## config.mk

```make
export PLATFORM = sky130hd
export DESIGN_NAME = flex_counter_multi
export DESIGN_NICKNAME = d
export VERILOG_FILES = /design/src/rtl/flex_counter_pkg.sv /design/src/rtl/flex_counter_channel.sv /design/src/rtl/flex_counter_multi.sv
export SDC_FILE = /design/constraint.sdc
export NUM_CORES = 1
export LEC_CHECK = 0
export CORE_MARGIN = 2
export CORE_UTILIZATION = 40
export CTS_BUF_LIST = sky130_fd_sc_hd__clkbuf_2 sky130_fd_sc_hd__clkbuf_4 sky130_fd_sc_hd__clkbuf_8
export DETAILED_ROUTE_END_ITERATION = 16
export GPL_TIMING_DRIVEN = 0
export MAX_ROUTING_LAYER = met4
export PLACE_DENSITY = 0.75
export SYNTH_ARGS = -nofsm -noshare
export SYNTH_HDL_FRONTEND = slang
export SYNTH_SLANG_ARGS = --single-unit
```

## constraint.sdc

```tcl
create_clock -name clk -period 2.48 [get_ports clk]
set_input_delay 0.62 -clock clk [delete_from_list [all_inputs] [get_ports clk]]
set_output_delay 0.62 -clock clk [all_outputs]
set_load 0.005 [all_outputs]
```

## src/rtl/flex_counter_pkg.sv

```systemverilog
// rtl/flex_counter_pkg.sv - shared types for the multi-channel flex counter
package flex_counter_pkg;

  // Count direction, one bit per channel
  typedef logic dir_t;
  localparam dir_t DIR_UP   = 1'b0;
  localparam dir_t DIR_DOWN = 1'b1;

  // Which source feeds a channel's next count, in priority order
  typedef enum logic [2:0] {
    NV_HOLD,
    NV_CLEAR,
    NV_LOAD,
    NV_STEP,
    NV_WRAP
  } nv_sel_t;

endpackage

```

## src/rtl/flex_counter_channel.sv

```systemverilog
// rtl/flex_counter_channel.sv - one W-bit up/down counter with rollover flag and wrap pulse
module flex_counter_channel
  import flex_counter_pkg::*;
#(
  parameter int W = 4
) (
  input  logic         clk,
  input  logic         rst,
  input  logic         clear,
  input  logic         load,
  input  logic         count_enable,
  input  logic         tick,
  input  dir_t         dir,
  input  logic [W-1:0] start_val,
  input  logic [W-1:0] rollover_val,
  input  logic [W-1:0] load_val,
  output logic [W-1:0] count,
  output logic         rollover_flag,
  output logic         wrap_pulse
);

  localparam logic [W-1:0] ONE = W'(1);

  nv_sel_t      sel;
  logic [W-1:0] next_count;

  // Pick the next-value source (clear > load > count) and form the next count
  always_comb begin
    sel        = NV_HOLD;
    next_count = count;
    if (clear) begin
      sel = NV_CLEAR;
    end else if (load) begin
      sel = NV_LOAD;
    end else if (count_enable && tick) begin
      sel = (count == rollover_val) ? NV_WRAP : NV_STEP;
    end
    case (sel)
      NV_CLEAR: next_count = start_val;
      NV_LOAD:  next_count = load_val;
      NV_WRAP:  next_count = start_val;
      NV_STEP:  next_count = (dir == DIR_DOWN) ? count - ONE : count + ONE;
      default:  next_count = count;
    endcase
  end

  // Register count, flag and pulse; reset drops any pending wrap
  always_ff @(posedge clk) begin
    if (rst) begin
      count         <= start_val;
      rollover_flag <= 1'b0;
      wrap_pulse    <= 1'b0;
    end else begin
      count         <= next_count;
      rollover_flag <= (next_count == rollover_val);
      wrap_pulse    <= (sel == NV_WRAP);
    end
  end

endmodule

```

## src/rtl/flex_counter_multi.sv

```systemverilog
// rtl/flex_counter_multi.sv - NUM_CH programmable counters, optional shared prescaler (FLEX_CNT_PRESCALE_EN)
module flex_counter_multi
  import flex_counter_pkg::*;
#(
  parameter int NUM_CNT_BITS = 4,
  parameter int NUM_CH       = 2,
  parameter int PRESCALE_W   = 8
) (
  input  logic                           clk,
  input  logic                           rst,
  input  logic [NUM_CH-1:0]              clear,
  input  logic [NUM_CH-1:0]              load,
  input  logic [NUM_CH-1:0]              count_enable,
  input  logic [NUM_CH-1:0]              dir,
  input  logic [NUM_CH*NUM_CNT_BITS-1:0] start_val,
  input  logic [NUM_CH*NUM_CNT_BITS-1:0] rollover_val,
  input  logic [NUM_CH*NUM_CNT_BITS-1:0] load_val,
`ifdef FLEX_CNT_PRESCALE_EN
  input  logic [PRESCALE_W-1:0]          prescale_val,
`endif
  output logic [NUM_CH*NUM_CNT_BITS-1:0] count_out,
  output logic [NUM_CH-1:0]              rollover_flag,
  output logic [NUM_CH-1:0]              wrap_pulse,
  output logic                           wrap_any
);

  logic tick;

`ifdef FLEX_CNT_PRESCALE_EN
  logic [PRESCALE_W-1:0] pre_cnt;

  assign tick = (pre_cnt == prescale_val);

  // Shared prescaler: 0..prescale_val, restarts after the tick; a lowered
  // prescale_val lets it run on through the natural wrap
  always_ff @(posedge clk) begin
    if (rst) begin
      pre_cnt <= '0;
    end else if (tick) begin
      pre_cnt <= '0;
    end else begin
      pre_cnt <= pre_cnt + PRESCALE_W'(1);
    end
  end
`else
  // No prescaler: true for any legal PRESCALE_W, so every cycle is a tick
  assign tick = (PRESCALE_W >= 1);
`endif

  genvar c;
  generate
    for (c = 0; c < NUM_CH; c++) begin : g_ch
      flex_counter_channel #(
        .W(NUM_CNT_BITS)
      ) u_ch (
        .clk          (clk),
        .rst          (rst),
        .clear        (clear[c]),
        .load         (load[c]),
        .count_enable (count_enable[c]),
        .tick         (tick),
        .dir          (dir[c]),
        .start_val    (start_val[c*NUM_CNT_BITS +: NUM_CNT_BITS]),
        .rollover_val (rollover_val[c*NUM_CNT_BITS +: NUM_CNT_BITS]),
        .load_val     (load_val[c*NUM_CNT_BITS +: NUM_CNT_BITS]),
        .count        (count_out[c*NUM_CNT_BITS +: NUM_CNT_BITS]),
        .rollover_flag(rollover_flag[c]),
        .wrap_pulse   (wrap_pulse[c])
      );
    end
  endgenerate

  assign wrap_any = |wrap_pulse;

endmodule

```

; ---- Word-level counts from Yosys, hierarchy flattened
; Index checks and enable logic that the tools add are counted.
[op_classes]
mux = 14
addsub = 4
n_reduce_logical = 3
n_eq_ne = 12
[ops]
columns = cell, n
row1 = $mux W3, 8
row2 = $pmux W4 S3, 2
row3 = $eq A4 B4 Y1, 4
row4 = $mux W4, 4
row5 = $eq A3 B2 Y1 const B, 4
row6 = $add A4 B1 Y4 const B, 2
row7 = $sub A4 B1 Y4 const B, 2
row8 = $eq A3 B1 Y1 const B, 2
row9 = $eq A3 B3 Y1 const B, 2
row10 = $reduce_or A2 Y1, 3
[word_totals]
reg_bits = 12
input_bits = 34

; ---- Logic depth before layout (Yosys ltp)
[logic_depth]
ltp_word = 9
mapped_depth = 7
ltp_nobuf = 7

; ---- Cells and area by module
; Synthesis repeated with hierarchy kept, for this count alone.
[hier_totals]
hier_cells = 164
hier_area_um2 = 1313.8
[modules_own_cells]
columns = module, cells_per_inst, n_inst, area_per_inst_um2, seq_area_each_um2
row1 = flex_counter_channel, 81, 2, 651.9, 120.1
row2 = flex_counter_multi, 2, 1, 10.0, 0.0

; ---- Least setup slack after synthesis
; No wires, ideal clock.
[synth_path]
kind = input port to flip-flop
from = input port clear[0]
to = register g_ch[0].u_ch.rollover_flag
path_slack_ns = 0.156
path_buffers = 1
setup_time_ns = 0.088
cell_stages = 7
t_arrival_ns = 2.236
path_cell_list = buf_2 -> or3b_1 -> a41oi_1 -> a21oi_1 -> o21ai_1 -> mux2_2 -> nor4_2
[synth_via]
elab_chain_cells = 5
word_cells_on_any_way = 8
[synth_lines]
columns = item, line_no
row1 = from (decl), flex_counter_multi.sv:11  ; input logic [NUM_CH-1:0] clear,
row2 = $mux W3 (*), flex_counter_channel.sv:31  ; if (clear) begin
row3 = $eq A3 B1 Y1 or $eq A3 B3 Y1 (tied branches), flex_counter_channel.sv:38  ; case (sel)
row4 = $reduce_or A2 Y1 (no line), --
row5 = $pmux W4 S3 (*), flex_counter_channel.sv:38
row6 = $eq A4 B4 Y1 (*), flex_counter_channel.sv:55  ; rollover_flag <= (next_count == rollover_val);
row7 = to (signal assigned), flex_counter_channel.sv:55
row8 = to (decl), flex_counter_channel.sv:18  ; output logic rollover_flag,
; Every way passes the cells marked *; elsewhere a longest branch is shown, timed or not.
; A chain may end at the register's enable or synchronous reset.

; ---- Worst setup path in the final report
[layout_path]
from = input port count_enable[0]
to = register g_ch[0].u_ch.rollover_flag
[layout_via]
elab_chain_cells = 7
word_cells_on_any_way = 10
[layout_lines]
columns = item, line_no
row1 = from (decl), flex_counter_multi.sv:13  ; input logic [NUM_CH-1:0] count_enable,
row2 = $mux W3 (*), flex_counter_channel.sv:35  ; end else if (count_enable && tick) begin
row3 = $mux W3 (*), flex_counter_channel.sv:33  ; end else if (load) begin
row4 = $mux W3 (*), flex_counter_channel.sv:31
row5 = $eq A3 B1 Y1 or $eq A3 B3 Y1 (tied branches), flex_counter_channel.sv:38
row6 = $reduce_or A2 Y1 (no line), --
row7 = $pmux W4 S3 (*), flex_counter_channel.sv:38
row8 = $eq A4 B4 Y1 (*), flex_counter_channel.sv:55
; Marks and branches as above.

==> run metrics <==
status=complete, no violations; Remaining Overflow, GRT=0; crit path DAT=2610 ps; switching portion of total power=between 30% and 40%; Slew headroom=a little under two thirds; # H-tree levels=1; final WL=3.91 mm; static leakage=0.775 nW; Setup WS post-layout=between 50 and 60 ps; Vias per Instance=between 5 and 6; Sequential Power Share=32.4%; core area=0.00298 mm²; most frequent cells in the layout=clkdlybuf4s50_1, a21oi_1, nor2_1; DP Wirelength=2.91 mm; first-pass GRT wire length=6.20 mm; Mapped Cells=about 170; P_int=0.477 mW; initial core utilization=41.1%; # nets final=262; commonest non-fill, non-tap cell in the layout=clkdlybuf4s50_1; worst-margin pin slew=545 ps; largest net degree at the start of global routing=11; Port Buffers=44; vias in the first global route=1347; Layout area overhead=53.9%; Setup CP Type=in -> reg; clock root buffer=clkbuf_4; setup TNS=0 ps; clk buf depth=2; GRT Overall Usage=23.9%; hold crit path type=reg -> reg; synthesis-stage register bit count=12; WL/cell=15.4 µm; Max Cap Viol=0; Routed Antenna Nets=0; Worst-path clk slew=80 ps; I/O pins=47; Final setup violation count=0; Synth top area share=approximately a fifth; initial DRC count=61; Post-Synthesis Net Count=just over 200; final max-slew violation count=0; Fill cells=264; Synth Cell Area=0.00122 mm²; Worst EP required=2670 ps; register area=around 240 µm²; Yosys top cell by area=dfxtp_1; Non-Filler Instances=254; Post-synth EDFFs=0; skew final=between 5 and 6 ps; CP Launch Type=primary input; Worst setup EP type=register; register area share after synthesis=19.7%; RePlAce Congestion=0.875; Gate power share=44.9%; Mapped Avg Cell Area=7.32 µm²; Crit Path Max Fanout=4; Synth cell types=42; CTS tree=done; TritonCTS Buffers=3; top cells by area, synth=dfxtp_1, a21oi_1, xnor2_1; internal reg-to-reg setup slack=430 ps; Antenna diodes=0; FP Rows=20; via count=1451; Syn. warnings=0; DR pass1 iterations=4; maximum vdd ir drop=0.000373 V; Fin. Hold Viols=0; minimum clock period=2420 ps; dpl cells=approximately 240; layout cells sized above 1=16.7%; clock share of power=22.7%; initial antenna violation count=0; Max Freq=0.413 GHz; DR DRC count=0; pre-CTS setup slack=-514 ps; die extent in y=between 50 and 60 µm; Overall Power=0.731 mW; area of the multi-input gates=978 µm²; Top FF cell, synth=dfxtp_1; Power Density=389 mW/mm²; post-layout util=approximately 63%; Final Cycle Share=between 90% and 100%; worst skew pair latency=between 200 and 300 ps; Die X-Extent=59.3 µm; clk sinks=12; Psw=0.254 mW; die area=0.00351 mm²; asr flop ratio synth=0%
## logic make-up (layout without fill, tap and decap cells)
kind of cell	Yosys count	count (layout)	synth area share (%)
compound gates	50	50	24.6
xor+xnor	15	15	10.7
fa+ha+maj	6	6	7.37
buf+inv	18	72	7.57
flops	12	12	19.7
mux	4	4	3.58
simple gates	62	62	26.5
## Yosys cell counts (2+ instances only)
library cell and n:
inv_1 9, o31ai_1 3, nor2_1 17, nand3_1 7
buf_4 4, and3_1 2, nor3_1 3, a31oi_1 6
o21ai_1 2, or2_2 4, mux2_2 3, buf_2 2
xnor2_1 8, o21ai_0 4, o32ai_1 4, xor2_1 7
fa_1 2, clkbuf_1 2, ha_1 4, nand2_1 14
or3_1 2, a21oi_1 25, nor2b_1 2, dfxtp_1 12
nor3b_1 2
## power by group through the flow
stage	Sequential (mW)	Combinational, mW	Clock, mW
6_report	0.237	0.328	0.166
4_1_cts	0.234	0.300	0.168
2_1_floorplan	0.231	0.161	0
3_3_place_gp	0.236	0.277	0
3_5_place_dp	0.237	0.286	0
5_1_grt	0.240	0.358	0.178
## metrics by stage
| stage | area (µm²) | hold slack (ps) |
|---|---|---|
| after detailed placement | 1700 | 648 |
| final | 1880 | 669 |
| after CTS | 1790 | 665 |
| after global placement | 1700 | 632 |
| after global routing | 1880 | 715 |
| after floorplan | 1220 | 597 |
## path summary, 6_finish.rpt
check | startpoint | to | cells after the start
worst max-delay path | count_enable[0] | g_ch[0].u_ch.rollover_flag$_SDFF_PP0_ | 7
worst min-delay path | g_ch[1].u_ch.count[1]$_DFF_P_ | g_ch[1].u_ch.count[1]$_DFF_P_ | 2
worst max register to register | g_ch[0].u_ch.count[0]$_DFF_P_ | g_ch[0].u_ch.rollover_flag$_SDFF_PP0_ | 7
worst min register to register | g_ch[1].u_ch.count[1]$_DFF_P_ | g_ch[1].u_ch.count[1]$_DFF_P_ | 2
## worst max-delay path, cell delays in order
cell and delay, ps:
clkdlybuf4s50_1 500, or3b_1 400, a41oi_4 240, a21oi_1 120, o21ai_1 90, mux2_2 370
nor4_2 260
## layout make-up
| class | count | share of cell area (%) |
|---|---|---|
| Buffer | 9 | 3.13 |
| Multi-Input combinational cell | 137 | 52.0 |
| Timing Repair Buffer | 50 | 26.2 |
| Sequential cell | 12 | 12.8 |
| Tap cell | 33 | 2.19 |
| Inverter | 9 | 1.80 |
| Clock buffer | 4 | 1.93 |
## routing by layer
layer	part of all wire [%]	up-vias	GRT usage, %	wire, µm
li1	-	717	-	-
met1	44	682	30.3	1720
met2	50	48	39.1	1950
met3	5.3	4	5.24	209
met4	0.66	0	4.55	26
met5	0	-	-	0
## flip-flops by register name, summed over array words and instances, names as in the netlist
name and count:
g_ch.u_ch.wrap_pulse 2, g_ch.u_ch.rollover_flag 2, g_ch.u_ch.count 8
## repair_timing
| item | in CTS | in global routing |
|---|---|---|
| resized for setup | 4 | 11 |
| pin swaps | 0 | 6 |
| buffers inserted | 2 | 4 |
| hold buffers | 0 | 0 |
| endpoints found under the setup margin | 1 | 2 |
(Power assumes the default switching activity.)
